===== src/rtl/select_encode_seq_pkg.sv =====
// Shared constants for the select/encode block: instruction field positions
// and the operand sequencer state encoding.
package select_encode_pkg;

  localparam int RA_HI  = 26;
  localparam int RA_LO  = 23;
  localparam int RB_HI  = 22;
  localparam int RB_LO  = 19;
  localparam int RC_HI  = 18;
  localparam int RC_LO  = 15;
  localparam int C1_MSB = 18;
  localparam int C2_MSB = 21;

  typedef enum logic [1:0] {
    S_IDLE = 2'd0,
    S_RD_B = 2'd1,
    S_RD_C = 2'd2,
    S_WR_A = 2'd3
  } seq_state_e;

endpackage


===== src/rtl/select_encode_seq_decoder_onehot.sv =====
// 4-bit register index to one-hot enable; indices past NUM_REGS-1 give zero.
module decoder_onehot #(
  parameter int NUM_REGS = 16
) (
  input  logic [3:0]          idx,
  output logic [NUM_REGS-1:0] onehot
);

  for (genvar i = 0; i < NUM_REGS; i++) begin : g_bit
    assign onehot[i] = (idx == 4'(i));
  end

endmodule


===== src/rtl/select_encode_seq.sv =====
// Register select/encode with instruction register, constant sign extension,
// and a three-step automatic operand sequencer (read Rb, read Rc, write Ra).
module select_encode_seq
  import select_encode_pkg::*;
#(
  parameter int NUM_REGS = 16,
  parameter int DATA_W   = 32
) (
  input  logic                clk,
  input  logic                clr,
  input  logic                ir_load,
  input  logic [DATA_W-1:0]   ir_in,
  output logic                ir_ready,
  input  logic                gra,
  input  logic                grb,
  input  logic                grc,
  input  logic                rin,
  input  logic                rout,
  input  logic                baout,
  input  logic                c_mode,
  input  logic                seq_start,
  output logic [NUM_REGS-1:0] reg_in,
  output logic [NUM_REGS-1:0] reg_out,
  output logic [DATA_W-1:0]   c_sign_extended,
  output logic                r0_ba_zero,
  output logic                gr_conflict,
  output logic                seq_busy,
  output logic                seq_done
);

  seq_state_e            state_q;
  logic [DATA_W-1:0]     ir_q, ir_nxt;
  logic [3:0]            ra, rb, rc, rb_nxt, idx;
  logic [NUM_REGS-1:0]   oh;
  logic                  man_sel, conflict, ba_r0;
  logic                  unused_ir_hi;

  assign seq_busy = (state_q != S_IDLE);
  assign ir_ready = !seq_busy;
  assign seq_done = (state_q == S_WR_A);

  // A load coinciding with seq_start must feed the first sequence step.
  assign ir_nxt = (ir_load && ir_ready) ? ir_in : ir_q;

  assign ra     = ir_q[RA_HI:RA_LO];
  assign rb     = ir_q[RB_HI:RB_LO];
  assign rc     = ir_q[RC_HI:RC_LO];
  assign rb_nxt = ir_nxt[RB_HI:RB_LO];
  assign unused_ir_hi = &{1'b0, ir_q[DATA_W-1:RA_HI+1]};

  assign c_sign_extended = c_mode
    ? {{(DATA_W-C2_MSB-1){ir_q[C2_MSB]}}, ir_q[C2_MSB:0]}
    : {{(DATA_W-C1_MSB-1){ir_q[C1_MSB]}}, ir_q[C1_MSB:0]};

  assign man_sel  = gra | grb | grc;
  assign conflict = (gra & grb) | (gra & grc) | (grb & grc);

  always_comb begin
    idx = '0;
    case (state_q)
      S_IDLE: begin
        if (seq_start)  idx = rb_nxt;
        else if (gra)   idx = ra;
        else if (grb)   idx = rb;
        else            idx = rc;
      end
      S_RD_B:  idx = rc;
      S_RD_C:  idx = ra;
      default: idx = '0;
    endcase
  end

  decoder_onehot #(.NUM_REGS(NUM_REGS)) u_dec (
    .idx    (idx),
    .onehot (oh)
  );

  // R0 used as a base address reads as zero on the bus rather than its contents.
  assign ba_r0 = man_sel && baout && !rout && (idx == 4'd0);

  always_ff @(posedge clk or posedge clr) begin
    if (clr) begin
      state_q     <= S_IDLE;
      ir_q        <= '0;
      reg_in      <= '0;
      reg_out     <= '0;
      r0_ba_zero  <= 1'b0;
      gr_conflict <= 1'b0;
    end else begin
      ir_q <= ir_nxt;
      case (state_q)
        S_IDLE: begin
          if (seq_start) begin
            state_q     <= S_RD_B;
            reg_in      <= '0;
            reg_out     <= oh;
            r0_ba_zero  <= 1'b0;
            gr_conflict <= 1'b0;
          end else begin
            reg_in      <= (man_sel && rin) ? oh : '0;
            reg_out     <= (man_sel && (rout || baout) && !ba_r0) ? oh : '0;
            r0_ba_zero  <= ba_r0;
            gr_conflict <= conflict;
          end
        end
        S_RD_B: begin
          state_q <= S_RD_C;
          reg_in  <= '0;
          reg_out <= oh;
        end
        S_RD_C: begin
          state_q <= S_WR_A;
          reg_in  <= oh;
          reg_out <= '0;
        end
        default: begin
          state_q     <= S_IDLE;
          reg_in      <= '0;
          reg_out     <= '0;
          r0_ba_zero  <= 1'b0;
          gr_conflict <= 1'b0;
        end
      endcase
    end
  end

endmodule


===== config.mk =====
export PLATFORM = sky130hd
export DESIGN_NAME = select_encode_seq
export DESIGN_NICKNAME = d
export VERILOG_FILES = /design/src/rtl/select_encode_seq_pkg.sv /design/src/rtl/select_encode_seq_decoder_onehot.sv /design/src/rtl/select_encode_seq.sv
export SDC_FILE = /design/constraint.sdc
export NUM_CORES = 1
export LEC_CHECK = 0
export CORE_UTILIZATION = 37
export CTS_CLUSTER_SIZE = 14
export DETAILED_ROUTE_END_ITERATION = 8
export PLACE_DENSITY = 0.8
export SYNTH_ARGS = -nofsm -noshare
export SYNTH_HDL_FRONTEND = slang
export SYNTH_SLANG_ARGS = --single-unit

===== constraint.sdc =====
create_clock -name clk -period 5.1 [get_ports clk]
set_input_delay 1.275 -clock clk [delete_from_list [all_inputs] [get_ports clk]]
set_output_delay 1.275 -clock clk [all_outputs]
set_load 0.005 [all_outputs]

# Word level (Yosys, flattened, before mapping)
# Cells that the tools add are included.
dict set report word_totals {
  ff_bits 63
  in_bits 43
  output_inout_bits 69
  elab_cells 66
}
dict set report op_classes {
  eq_ne 19
  n_mux 18
  bitwise 7
  reduce_logical 15
}
# operator n
set op_table {}
lappend op_table {{$mux 16} 4}
lappend op_table {{$pmux 16 s2} 2}
lappend op_table {{$eq 4x4->1 const B} 8}
lappend op_table {{$mux 32} 1}
lappend op_table {{$mux 23} 1}
lappend op_table {{$eq 4x3->1 const B} 4}
lappend op_table {{$mux 4} 3}
lappend op_table {{$pmux 4 s3} 1}
lappend op_table {{$eq 4x2->1 const B} 2}
lappend op_table {{$logic_and 1x1->1} 7}
lappend op_table {{$pmux 2 s3} 1}
lappend op_table {{$eq 2x2->1 const B} 2}
lappend op_table {{$eq 4x1->1 const B} 1}
lappend op_table {{$logic_not 4->1} 1}
lappend op_table {{$or 1x1->1} 4}
lappend op_table {{$pmux 1 s2} 2}
lappend op_table {{$and 1x1->1} 3}
lappend op_table {{$logic_not 1->1} 3}
lappend op_table {{$eq 2x1->1 const B} 1}
lappend op_table {{$logic_not 2->1} 1}
lappend op_table {{$mux 1} 2}
lappend op_table {{$mux 2} 1}
lappend op_table {{$ne 2x2->1 const B} 1}
lappend op_table {{$reduce_bool 2->1} 1}
lappend op_table {{other kinds (2)} 2}

# Logic depth before layout (Yosys ltp)
# Gate-level depths: netlist of run 1.
dict set report depth {
  word_depth 13
  depth_mapped 8
  mapped_depth_nobuf 8
}

# By module
# From an unflattened synthesis of run 1, not the netlist that was laid out.
dict set report hier_totals {
  hier_cells 265
  area_unflattened_um2 3165.5
}
# module instances cells_per_inst area_per_inst_um2 seq_area_each_um2
set by_module_without_submodules {}
lappend by_module_without_submodules {select_encode_seq 1 245 2939.1 1576.5}
lappend by_module_without_submodules {decoder_onehot 1 20 226.5 0.0}

# Worst setup path after synthesis of run 1
# OpenSTA, ideal clock, no wires.
dict set report synth_timing {
  path_kind {input port to output port}
  startpoint {in c_mode}
  endpoint {out c_sign_extended[22]}
  t_arrival_ns 1.818
  required_ns 3.825
  setup_slack_ns 2.007
  path_stages 3
  path_buffers 1
  path_cell_list {nand2b_1 -> nand2_1 -> buf_4}
}
dict set report synth_via {
  elab_chain_len 1
}
# element line_no
set synth_lines {}
lappend synth_lines {{start: declaration} select_encode_seq.sv:20} ;# input logic c_mode,
lappend synth_lines {{$mux 32} select_encode_seq.sv:52} ;# ? {{(DATA_W-C2_MSB-1){ir_q[C2_MSB]}}, ir_q[C2_MSB:0]}
lappend synth_lines {{end: declaration} select_encode_seq.sv:24} ;# output logic [DATA_W-1:0] c_sign_extended,
# No other way between the ends.

# Worst setup path after layout of run 1
dict set report layout_timing {
  startpoint {in c_mode}
  endpoint {out c_sign_extended[25]}
}
# Same word-level chain as after synthesis.

==> results of run 1 <==
==> layer usage <==
layer  vias to the layer above  share of wire [%]
li1                        948                  -
met1                       984                 43
met2                        91                 50
met3                         7                6.3
met4                         0                1.1
met5                         -                  0
==> final cells by class <==
class                           instances  area [um2]
Multi-Input combinational cell        136        1000
Clock buffer                            9         124
Fill cell                             638        3320
Clock inverter                          7        97.6
Inverter                                5        18.8
Sequential cell                        63        1580
Tap cell                               99         124
Timing Repair Buffer                  107        1070
==> worst max path at each step <==
stage / startpoint / end / slack, ns / cells after the start
floorplan: c_mode / c_sign_extended[22] / 2.01 / 3
global placement: c_mode / c_sign_extended[21] / 1.09 / 4
detailed placement: c_mode / c_sign_extended[23] / 1.05 / 4
CTS: c_mode / c_sign_extended[23] / 1.04 / 4
global route: c_mode / c_sign_extended[23] / 0.92 / 4
finish: c_mode / c_sign_extended[25] / 1.05 / 4
==> cell families (layout without fill, tap and decap cells) <==
| group | Yosys count | in the layout | share of synthesized area [%] |
|---|---|---|---|
| AO/OA/AOI/OAI | 24 | 24 | 5.89 |
| flip-flops | 63 | 63 | 55.3 |
| multiplexers | 37 | 37 | 14.6 |
| AND/OR/NAND/NOR | 70 | 70 | 12.6 |
| adder cells (fa/ha/maj) | 5 | 5 | 2.11 |
| buffers and inverters | 40 | 128 | 9.44 |
==> critical path, delay by kind of cell <==
kind	cells	cell delay, ns
simple gates	2	0.46
buf+inv	2	1.04
==> power groups by stage <==
| stage | combinational, mW | clock [mW] | sequential [mW] |
|---|---|---|---|
| 5_1_grt | 1.19 | 0.504 | 0.788 |
| 6_report | 1.10 | 0.473 | 0.767 |
| 2_1_floorplan | 0.723 | 0 | 0.752 |
| 3_3_place_gp | 1.08 | 0 | 0.767 |
| 4_1_cts | 1.11 | 0.484 | 0.767 |
| 3_5_place_dp | 1.10 | 0 | 0.777 |
==> cell usage after synthesis (4+ instances only) <==
cell type	n
a22oi_1	4
buf_4	29
dfrtp_1	63
ha_1	4
inv_1	5
mux2_2	32
mux2i_1	4
nand2_1	12
nand2b_1	7
nor2_1	31
nor3_1	6
o211ai_1	4
o21ai_0	7
==> stage by stage <==
| stage | cells | hold WS [ns] |
|---|---|---|
| 6_report | 426 | 0.498 |
| 3_3_place_gp | 410 | 0.486 |
| 2_1_floorplan | 239 | 0.476 |
| 5_1_grt | 426 | 0.532 |
| 4_1_cts | 426 | 0.503 |
| 3_5_place_dp | 410 | 0.486 |
==> registers in the layout, summed over array words and instances, names as in the netlist <==
signal       cells
r0_ba_zero       1
reg_in          16
ir_q            27
reg_out         16
gr_conflict      1
state_q          2
==> results by group, run 1 <==
Worst setup path
  – Worst Path Required: 3.83 ns
  – R2r endpoint: reg_in[12]
  – Reg-to-Reg Start: state_q[0]
  – Crit Path Class: input pin to output port
  – CP dominant cell by count: clkdlybuf4s50_1
  – Worst R2R Path Depth: 8
  – Worst-path cell chain: clkdlybuf4s50_1 -> nand2b_1 -> nand2_1 -> clkdlybuf4s50_1
  – Worst-path fanout max: 11
  – Worst setup EP type: output port
  – Worst reg-to-reg setup slack: 2.69 ns
  – Worst Setup Start Kind: input pin
  – Max incr delay on CP: 0.58 ns
  – Critical Path AT: 2.77 ns
  – Critical Path Slowest Stage Cell: clkdlybuf4s50_1

Power
  – Leakage: 1.72 nW
  – Reg power frac: 32.8%
  – Sw Ratio: 33.6%
  – Internal Power: 1.55 mW
  – Clock share of power: 20.2%
  – Switching power: 0.784 mW
  – Total power: 2.34 mW
  – Maximum VDD drop: 271 uV
  – Combinational fraction of design power: 46.9%
  – Pwr/cell area: 582 nW/um2

Timing
  – Final setup margin: 1.05 ns
  – Final hold violations: 0
  – Worst slew margin: 26.0%
  – RSZ-0062 raised after global routing: false
  – Setup violators final: 0
  – Fmax: 0.247 GHz
  – Slew Limit Fails: 0
  – Skew final: 0.00736 ns
  – Worst-Margin Slew: 1.11 ns
  – Tmin final: 4.05 ns
  – Setup TNS: 0 ns
  – Final Cycle Share: 79.3%

Final layout
  – Ant diodes: 0
  – Nets: 369
  – Commonest cells after routing, fill and taps aside: 106 x clkdlybuf4s50_1, 63 x dfrtp_1, 32 x mux2_2
  – Layout cell share with drive strength beyond 1: 18.0%
  – Final Util: 54.7%
  – Synthesis-to-finish area growth: 40.8%
  – Commonest non-fill, non-tap cell in the layout: clkdlybuf4s50_1
  – Fin area: 4010 um2

Synth
  – Top area cells in the synthesized netlist: dfrtp_1 55%, mux2_2 13%, buf_4 7.6%, nor2_1 4.1%, ha_1 1.8%
  – Avg Synthesized Cell Area: 11.9 um2
  – Number of synthesized flops with an enable pin: 0
  – Yosys top cell area share: 55.3%
  – Syn nets: 286
  – Synth Register Bits: 63
  – Cells after Synth: 239
  – Asr flop ratio synth: 100%
  – Synthesized area: 2850 um2
  – Synth area leader: dfrtp_1
  – Synth unique cells: 31
  – Post-synthesis sequential area ratio: 55.3%
  – Most used flip-flop cell after synthesis: dfrtp_1
  – Yosys Warn Count: 0

Routing
  – Final wirelength: 6.20 mm
  – Final ANT Viol Nets: 0
  – # DRC: 0
  – Routed vias/inst: 4.77
  – Initial DRC Count: 37
  – DR vias: 2030
  – Pre-antenna DRT Iters: 4
  – Avg WL per Cell: 14.6 um

Clock tree
  – CTS buffer count: 9
  – CTS tree: yes
  – Hold Buf Count CTS: 0
  – Clk sinks: 63
  – CTS Buffer Depth: 2
  – H-tree Lvls: 3
  – Clk slew on worst S/H paths: 0.07 ns
  – Post-CTS setup buffers: 0
  – Root buffer cell: clkbuf_8
  – Clock latency on the worst-skew pair: 0.34 ns
  – Post-CTS Resized: 0

Hold path
  – Hold depth: 2
  – Worst min-delay path category: flop to flop
  – Hold EP: gr_conflict
  – Hold Crit Start: gr_conflict

Placed design
  – DP HPWL: 4.56 mm
  – Placed inst area: 3790 um2
  – Port Buffers: 106
  – Setup WS pre-CTS: 1.05 ns
  – RD Place Congestion: 0.872

Floorplan
  – Initial Util: 38.9%
  – Top Ports: 112
  – Die Area: 8060 um2
  – Die height: 89.8 um
  – Die X: 89.8 um
  – Core Rows: 31
  – Total core area: 7330 um2

GRT
  – Grt met1 use: 20.2%
  – Global-route track usage on met2: 26.7%
  – GRT Max-Usage Layer: met2
  – Grt ovf: 0
  – All-Layer GR Usage: 16.3%
  – Vias in the first global route: 2088
  – GR Util met3: 5.16%
  – Antenna violations before repair: 0
  – First-pass GRT wire length: 10.3 mm
  – Largest net degree at the start of global routing: 37

Outcome
  – Outcome: finished, final reports clean

Flow run
  – Max Cap Violations: 0
(Power assumes the default switching activity.)
==> inputs of run 2 (changes only) <==
Settings changed: PLACE_DENSITY 0.8 to 0.82.
Clock period 5.1 ns to 3.35 ns, I/O delays scaled along.
==> run 2 against run 1 <==
Combinational power up 52%. Critical path depth unchanged. Register-to-register slack got worse by 1.7 ns. Total power up 56%. Design area rose by 1.1%. First-iteration DRC count increased to 2.9 times the previous value. Core utilization up 0.61 points. Setup slack lost 0.87 ns. Cell count grew 0.70%. Clock-buffer cell count unchanged. Non-clock buffer count is 3 higher. Clock power increased by 70%. Largest cell class unchanged. Highest routed layer unchanged.
==> results by group, run 2 (synthesis results as in run 1) <==
Outcome
  – Outcome: finished, final reports clean

Timing
  – Skew final: 0.00583 ns (-0.00153 ns)
  – Final hold violations: 0 (unchanged)
  – RSZ-0062 raised after global routing: false
  – Final Cycle Share: 94.5%
  – Worst-Margin Slew: 0.627 ns (-0.480 ns)
  – Tmin final: 3.17 ns
  – Final setup margin: 0.184 ns (-0.870 ns)
  – Setup TNS: 0 ns (unchanged)
  – Setup violators final: 0 (unchanged)
  – Slew Limit Fails: 0 (unchanged)
  – Worst hold slack: 0.502 ns (+0.00329 ns)
  – Fmax: 0.316 GHz
  – Worst slew margin: 58.1% (+32 points)

Power
  – Leakage: 1.75 nW (+1.7%)
  – Maximum VDD drop: 350 uV (+29%)
  – Total power: 3.64 mW (+56%)
  – Pwr/cell area: 897 nW/um2 (+54%)

Floorplan
  – Initial Util: 38.9% (unchanged)
  – Top Ports: 112 (unchanged)
  – Die height: 89.8 um (unchanged)
  – Core Rows: 31 (unchanged)
  – Total core area: 7330 um2 (unchanged)
  – Die X: 89.8 um (unchanged)
  – Die Area: 8060 um2 (unchanged)

Placed design
  – Port Buffers: 106 (unchanged)
  – Placed insts: 413 (+0.73%)
  – RD Place Congestion: 0.775 (-11%)
  – Placed inst area: 3810 um2 (+0.59%)
  – Setup WS pre-CTS: 0.175 ns (-0.878 ns)
  – DP HPWL: 4.64 mm (+1.7%)

Routing
  – Initial DRC Count: 108 (+190%)
  – Final wirelength: 6.26 mm (+0.84%)
  – Final ANT Viol Nets: 0 (unchanged)
  – DR vias: 2060 (+1.5%)
  – # DRC: 0 (unchanged)
  – Routed vias/inst: 4.80 (+0.77%)
  – Avg WL per Cell: 14.6 um (+0.13%)
  – Pre-antenna DRT Iters: 4 (unchanged)

Final layout
  – Top flop regs: ir_q x27, reg_in x16, reg_out x16
  – Commonest cells after routing, fill and taps aside: 106 x clkdlybuf4s50_1, 63 x dfrtp_1, 32 x mux2_2
  – FF/Latch Area: 1580 um2 (unchanged)
  – Synthesis-to-finish area growth: 42.4%
  – Multi-input logic area: 1000 um2 (unchanged)
  – Layout cell share with drive strength beyond 1: 18.8% (+0.75 points)
  – Ant diodes: 0 (unchanged)
  – Largest Register: ir_q
  – Nets: 372 (+0.81%)
  – Final Util: 55.4% (+0.61 points)
  – Fin area: 4060 um2 (+1.1%)
  – Final Non-Filler Cells: 429 (+0.70%)
  – Filler cells: 617 (-3.3%)
  – Max reg flops: 27 (unchanged)
  – Commonest non-fill, non-tap cell in the layout: clkdlybuf4s50_1

Clock tree
  – Post-CTS Resized: 0 (unchanged)
  – Clk slew on worst S/H paths: 0.07 ns (about the same)
  – Hold Buf Count CTS: 0 (unchanged)
  – H-tree Lvls: 3 (unchanged)
  – Clk sinks: 63 (unchanged)
  – Post-CTS setup buffers: 0 (unchanged)
  – Root buffer cell: clkbuf_8
  – CTS tree: yes
  – Clock latency on the worst-skew pair: 0.34 ns (about the same)
  – CTS buffer count: 9 (unchanged)
  – CTS Buffer Depth: 2 (unchanged)

GRT
  – All-Layer GR Usage: 16.3% (-0.022 points)
  – First-pass GRT wire length: 10.3 mm (about the same)
  – Grt ovf: 0 (unchanged)
  – Vias in the first global route: 2060 (-1.3%)
  – Largest net degree at the start of global routing: 32 (-14%)
  – Antenna violations before repair: 0 (unchanged)

Worst setup path
  – Worst reg-to-reg setup slack: 0.98 ns (-1.71 ns)
  – Worst R2R Path Depth: 8 (unchanged)
  – Critical Path AT: 2.33 ns (-0.44 ns)
  – Crit Path Class: input pin to output port
  – Worst Setup Start Kind: input pin
  – Worst Path Required: 2.51 ns (-1.32 ns)
  – Reg-to-Reg Start: state_q[1]
  – R2r endpoint: reg_in[14]
  – Worst-path fanout max: 11 (unchanged)
  – Worst setup EP type: output port

Hold path
  – Worst min-delay path category: flop to flop
  – Hold depth: 2 (unchanged)
  – Hold Crit Start: gr_conflict
  – Hold EP: gr_conflict

Flow run
  – Max Cap Violations: 0 (unchanged)
==> run 2: cell type report <==
cell class	instances	share of cell area, %
sequential	63	38.9
timing repair buffer	110	26.9
multi-input combinational	136	24.7
clock buffer	9	3.05
tap	99	3.05
clock inverter	7	2.96
inverter	5	0.463
==> run 2: worst max-delay path by stage <==
stage | start | depth (start not counted) | end | slack, ns
4_1_cts | c_mode | 4 | c_sign_extended[24] | 0.17
3_5_place_dp | c_mode | 4 | c_sign_extended[24] | 0.17
2_1_floorplan | clr | 1 | gr_conflict | 0.94
3_3_place_gp | c_mode | 4 | c_sign_extended[22] | 0.26
6_report | c_mode | 4 | c_sign_extended[24] | 0.18
5_1_grt | c_mode | 4 | c_sign_extended[24] | 0.08
==> run 2: layer usage <==
| layer | track usage, % | vias up | wire (um) |
|---|---|---|---|
| met2 | 26.2 | 98 | 3090 |
| met1 | 21.4 | 1002 | 2700 |
| li1 | - | 950 | - |
| met5 | 0 | - | 0 |
| met4 | 6.28 | 0 | 83 |
| met3 | 3.64 | 10 | 379 |
==> run 2: worst max-delay path, cell delays in order <==
cell             delay [ns]
clkdlybuf4s50_1        0.46
nand2b_1               0.21
nand2_1                0.25
clkdlybuf4s50_1        0.57
==> run 2: power by group <==
| group | switching, mW | internal, mW | total, mW |
|---|---|---|---|
| Sequential | 0.149 | 1.02 | 1.16 |
| Combinational | 0.741 | 0.929 | 1.67 |
| Clock | 0.308 | 0.496 | 0.805 |
| Total | 1.20 | 2.44 | 3.64 |
==> inputs of run 3 (changes only) <==
Settings changed: CTS_CLUSTER_SIZE 14 to not set, DONT_BUFFER_PORTS set to 1, PLACE_DENSITY 0.82 to 0.63, SKIP_LAST_GASP set to 1.
==> run 3 against run 2 <==
Critical path type is now flop to flop. Clock skew rose by 0.0015 ns. Die area unchanged. Setup slack improved by 0.77 ns. Clock power is 31% lower. Sequential power rose by 4%. Design area is 28% lower. First-iteration DRC count decreased by 54%. Sequential cell count is the same. Clock-buffer cell count is 2 higher. Cell count fell by 25%. Via count fell by 22%.
==> results by group, run 3 (synthesis results as in run 1) <==
Worst setup path
  – Worst Path Required: 3.61 ns (+1.10 ns)
  – Worst setup EP type: flop
  – Max incr delay on CP: 0.46 ns (-0.11 ns)
  – CP bufs+invs: 1 (-1)
  – Worst R2R Path Depth: 8 (unchanged)
  – Crit path depth: 8 (+4)
  – Critical Path AT: 2.66 ns (+0.33 ns)
  – Worst-path cell chain: inv_1 -> ha_1 -> and2b_1 -> o211ai_1 -> o211a_1 -> or3_1 -> or2_1 -> nor2_1
  – R2r endpoint: reg_in[15]
  – Worst-path fanout max: 7 (-4)
  – Critical path destination: reg_in[15]
  – Worst Setup Start Kind: flop
  – Critical Path Slowest Stage Cell: or3_1
  – Worst setup path start: state_q[0]
  – CP top delay family: simple AND/OR/NAND/NOR gates
  – Reg-to-Reg Start: state_q[0]
  – Worst reg-to-reg setup slack: 0.96 ns (-0.02 ns)
  – Crit Path Class: flop to flop

Final layout
  – FF/Latch Area: 1580 um2 (unchanged)
  – Nets: 264 (-29%)
  – Largest Register: ir_q
  – Layout cell share with drive strength beyond 1: 26.1% (+7.3 points)
  – Commonest non-fill, non-tap cell in the layout: dfrtp_1
  – Commonest cells after routing, fill and taps aside: 63 x dfrtp_1, 32 x mux2_2, 31 x nor2_1
  – Ant diodes: 0 (unchanged)
  – Filler cells: 702 (+14%)
  – Synthesis-to-finish area growth: 1.93%
  – Max reg flops: 27 (unchanged)
  – Multi-input logic area: 1000 um2 (unchanged)
  – Top flop regs: ir_q x27, reg_in x16, reg_out x16

Power
  – Total power: 2.81 mW (-23%)
  – Pwr/cell area: 969 nW/um2 (+8.0%)
  – Leakage: 1.31 nW (-25%)
  – Maximum VDD drop: 364 uV (+4.1%)

Timing
  – Skew final: 0.00731 ns (+0.00148 ns)
  – RSZ-0062 raised after global routing: false
  – Final hold violations: 0 (unchanged)
  – Final setup margin: 0.958 ns (+0.775 ns)
  – Tmin final: 2.39 ns (-0.775 ns)
  – Fmax: 0.418 GHz (+32%)
  – Setup TNS: 0 ns (unchanged)
  – Slew Limit Fails: 0 (unchanged)
  – Worst slew margin: 49.9% (-8.2 points)
  – Final Cycle Share: 71.4% (-23 points)
  – Setup violators final: 0 (unchanged)
  – Worst hold slack: 0.511 ns (+0.00913 ns)
  – Worst-Margin Slew: 0.750 ns (+0.123 ns)

Routing
  – DR vias: 1604 (-22%)
  – # DRC: 0 (unchanged)
  – Met2 WL: 2.74 mm (-12%)
  – WL met1: 2.39 mm (-12%)
  – Routed vias/inst: 5.00 (+4.1%)
  – Pre-antenna DRT Iters: 4 (unchanged)
  – Uppermost layer routed: met4
  – DR WL met3: 416 um (+9.8%)
  – Final wirelength: 5.63 mm (-10%)
  – Initial DRC Count: 50 (-54%)
  – Avg WL per Cell: 17.5 um (+20%)
  – Final ANT Viol Nets: 0 (unchanged)

Floorplan
  – Die X: 89.8 um (unchanged)
  – Die height: 89.8 um (unchanged)
  – Total core area: 7330 um2 (unchanged)
  – Initial Util: 38.9% (unchanged)
  – Top Ports: 112 (unchanged)
  – Core Rows: 31 (unchanged)
  – Die Area: 8060 um2 (unchanged)

Placed design
  – Port Buffers: 0 (-100%)
  – DP HPWL: 4.13 mm (-11%)
  – Setup WS pre-CTS: 0.939 ns (+0.764 ns)
  – RD Place Congestion: 0.731 (-5.8%)

Clock tree
  – CTS Buffer Depth: 2 (unchanged)
  – Hold Buf Count CTS: 0 (unchanged)
  – Clk slew on worst S/H paths: 0.07 ns (about the same)
  – Post-CTS Resized: 0 (unchanged)
  – Post-CTS setup buffers: 0 (unchanged)
  – H-tree Lvls: 3 (unchanged)
  – CTS tree: yes
  – Clock latency on the worst-skew pair: 0.34 ns (about the same)
  – Root buffer cell: clkbuf_8
  – CTS buffer count: 9 (unchanged)
  – Clk sinks: 63 (unchanged)

GRT
  – Largest net degree at the start of global routing: 38 (+19%)
  – Vias in the first global route: 1776 (-14%)
  – Grt ovf: 0 (unchanged)
  – Antenna violations before repair: 0 (unchanged)
  – All-Layer GR Usage: 15.2% (-1.0 points)
  – First-pass GRT wire length: 9.33 mm (-9.4%)

Flow run
  – Max Cap Violations: 0 (unchanged)

Outcome
  – Outcome: finished, final reports clean

Hold path
  – Worst min-delay path category: input pin to async pin
==> run 3: worst min path at each step <==
stage,endpoint,slack [ns],cells past startpoint
2_1_floorplan,gr_conflict,0.48,2
3_3_place_gp,ir_q[22],0.51,1
3_5_place_dp,gr_conflict,0.52,2
4_1_cts,ir_q[8],0.52,1
5_1_grt,ir_q[11],0.56,1
6_report,reg_out[8],0.51,1
==> run 3: layout make-up <==
class | instances | area share, %
Clock inverter | 5 | 1.21
Inverter | 5 | 0.646
Clock buffer | 11 | 4.52
Tap cell | 99 | 4.27
Multi-Input combinational cell | 136 | 34.6
Sequential cell | 63 | 54.3
Timing Repair Buffer | 2 | 0.517
==> run 3: power by group <==
part           switching (mW)  internal (mW)
logic                   0.597          0.444
registers               0.197           1.02
clock network           0.290          0.268
total                    1.08           1.73
==> run 3: worst reg2reg max path, cell delays in order, from the launching register on <==
cell	delay, ns
dfrtp_1	0.41
inv_1	0.10
ha_1	0.34
and2b_1	0.30
o211ai_1	0.14
o211a_1	0.16
or3_1	0.46
or2_1	0.30
nor2_1	0.11
==> run 3: through the flow <==
| stage | utilization [%] | std cells | area (um2) |
|---|---|---|---|
| floorplan | - | 239 | 2850 |
| finish | 39.6 | 321 | 2900 |
| global placement | 37.3 | 305 | 2740 |
| global route | 39.6 | 321 | 2900 |
| detailed placement | 37.3 | 305 | 2740 |
| CTS | 39.6 | 321 | 2900 |
==> run 3: metal layers <==
metal  vias to the layer above  track usage, %
met1                       803            18.5
met4                         0            6.56
met2                        62            24.0
met5                         -               0
li1                        733               -
met3                         6            5.92
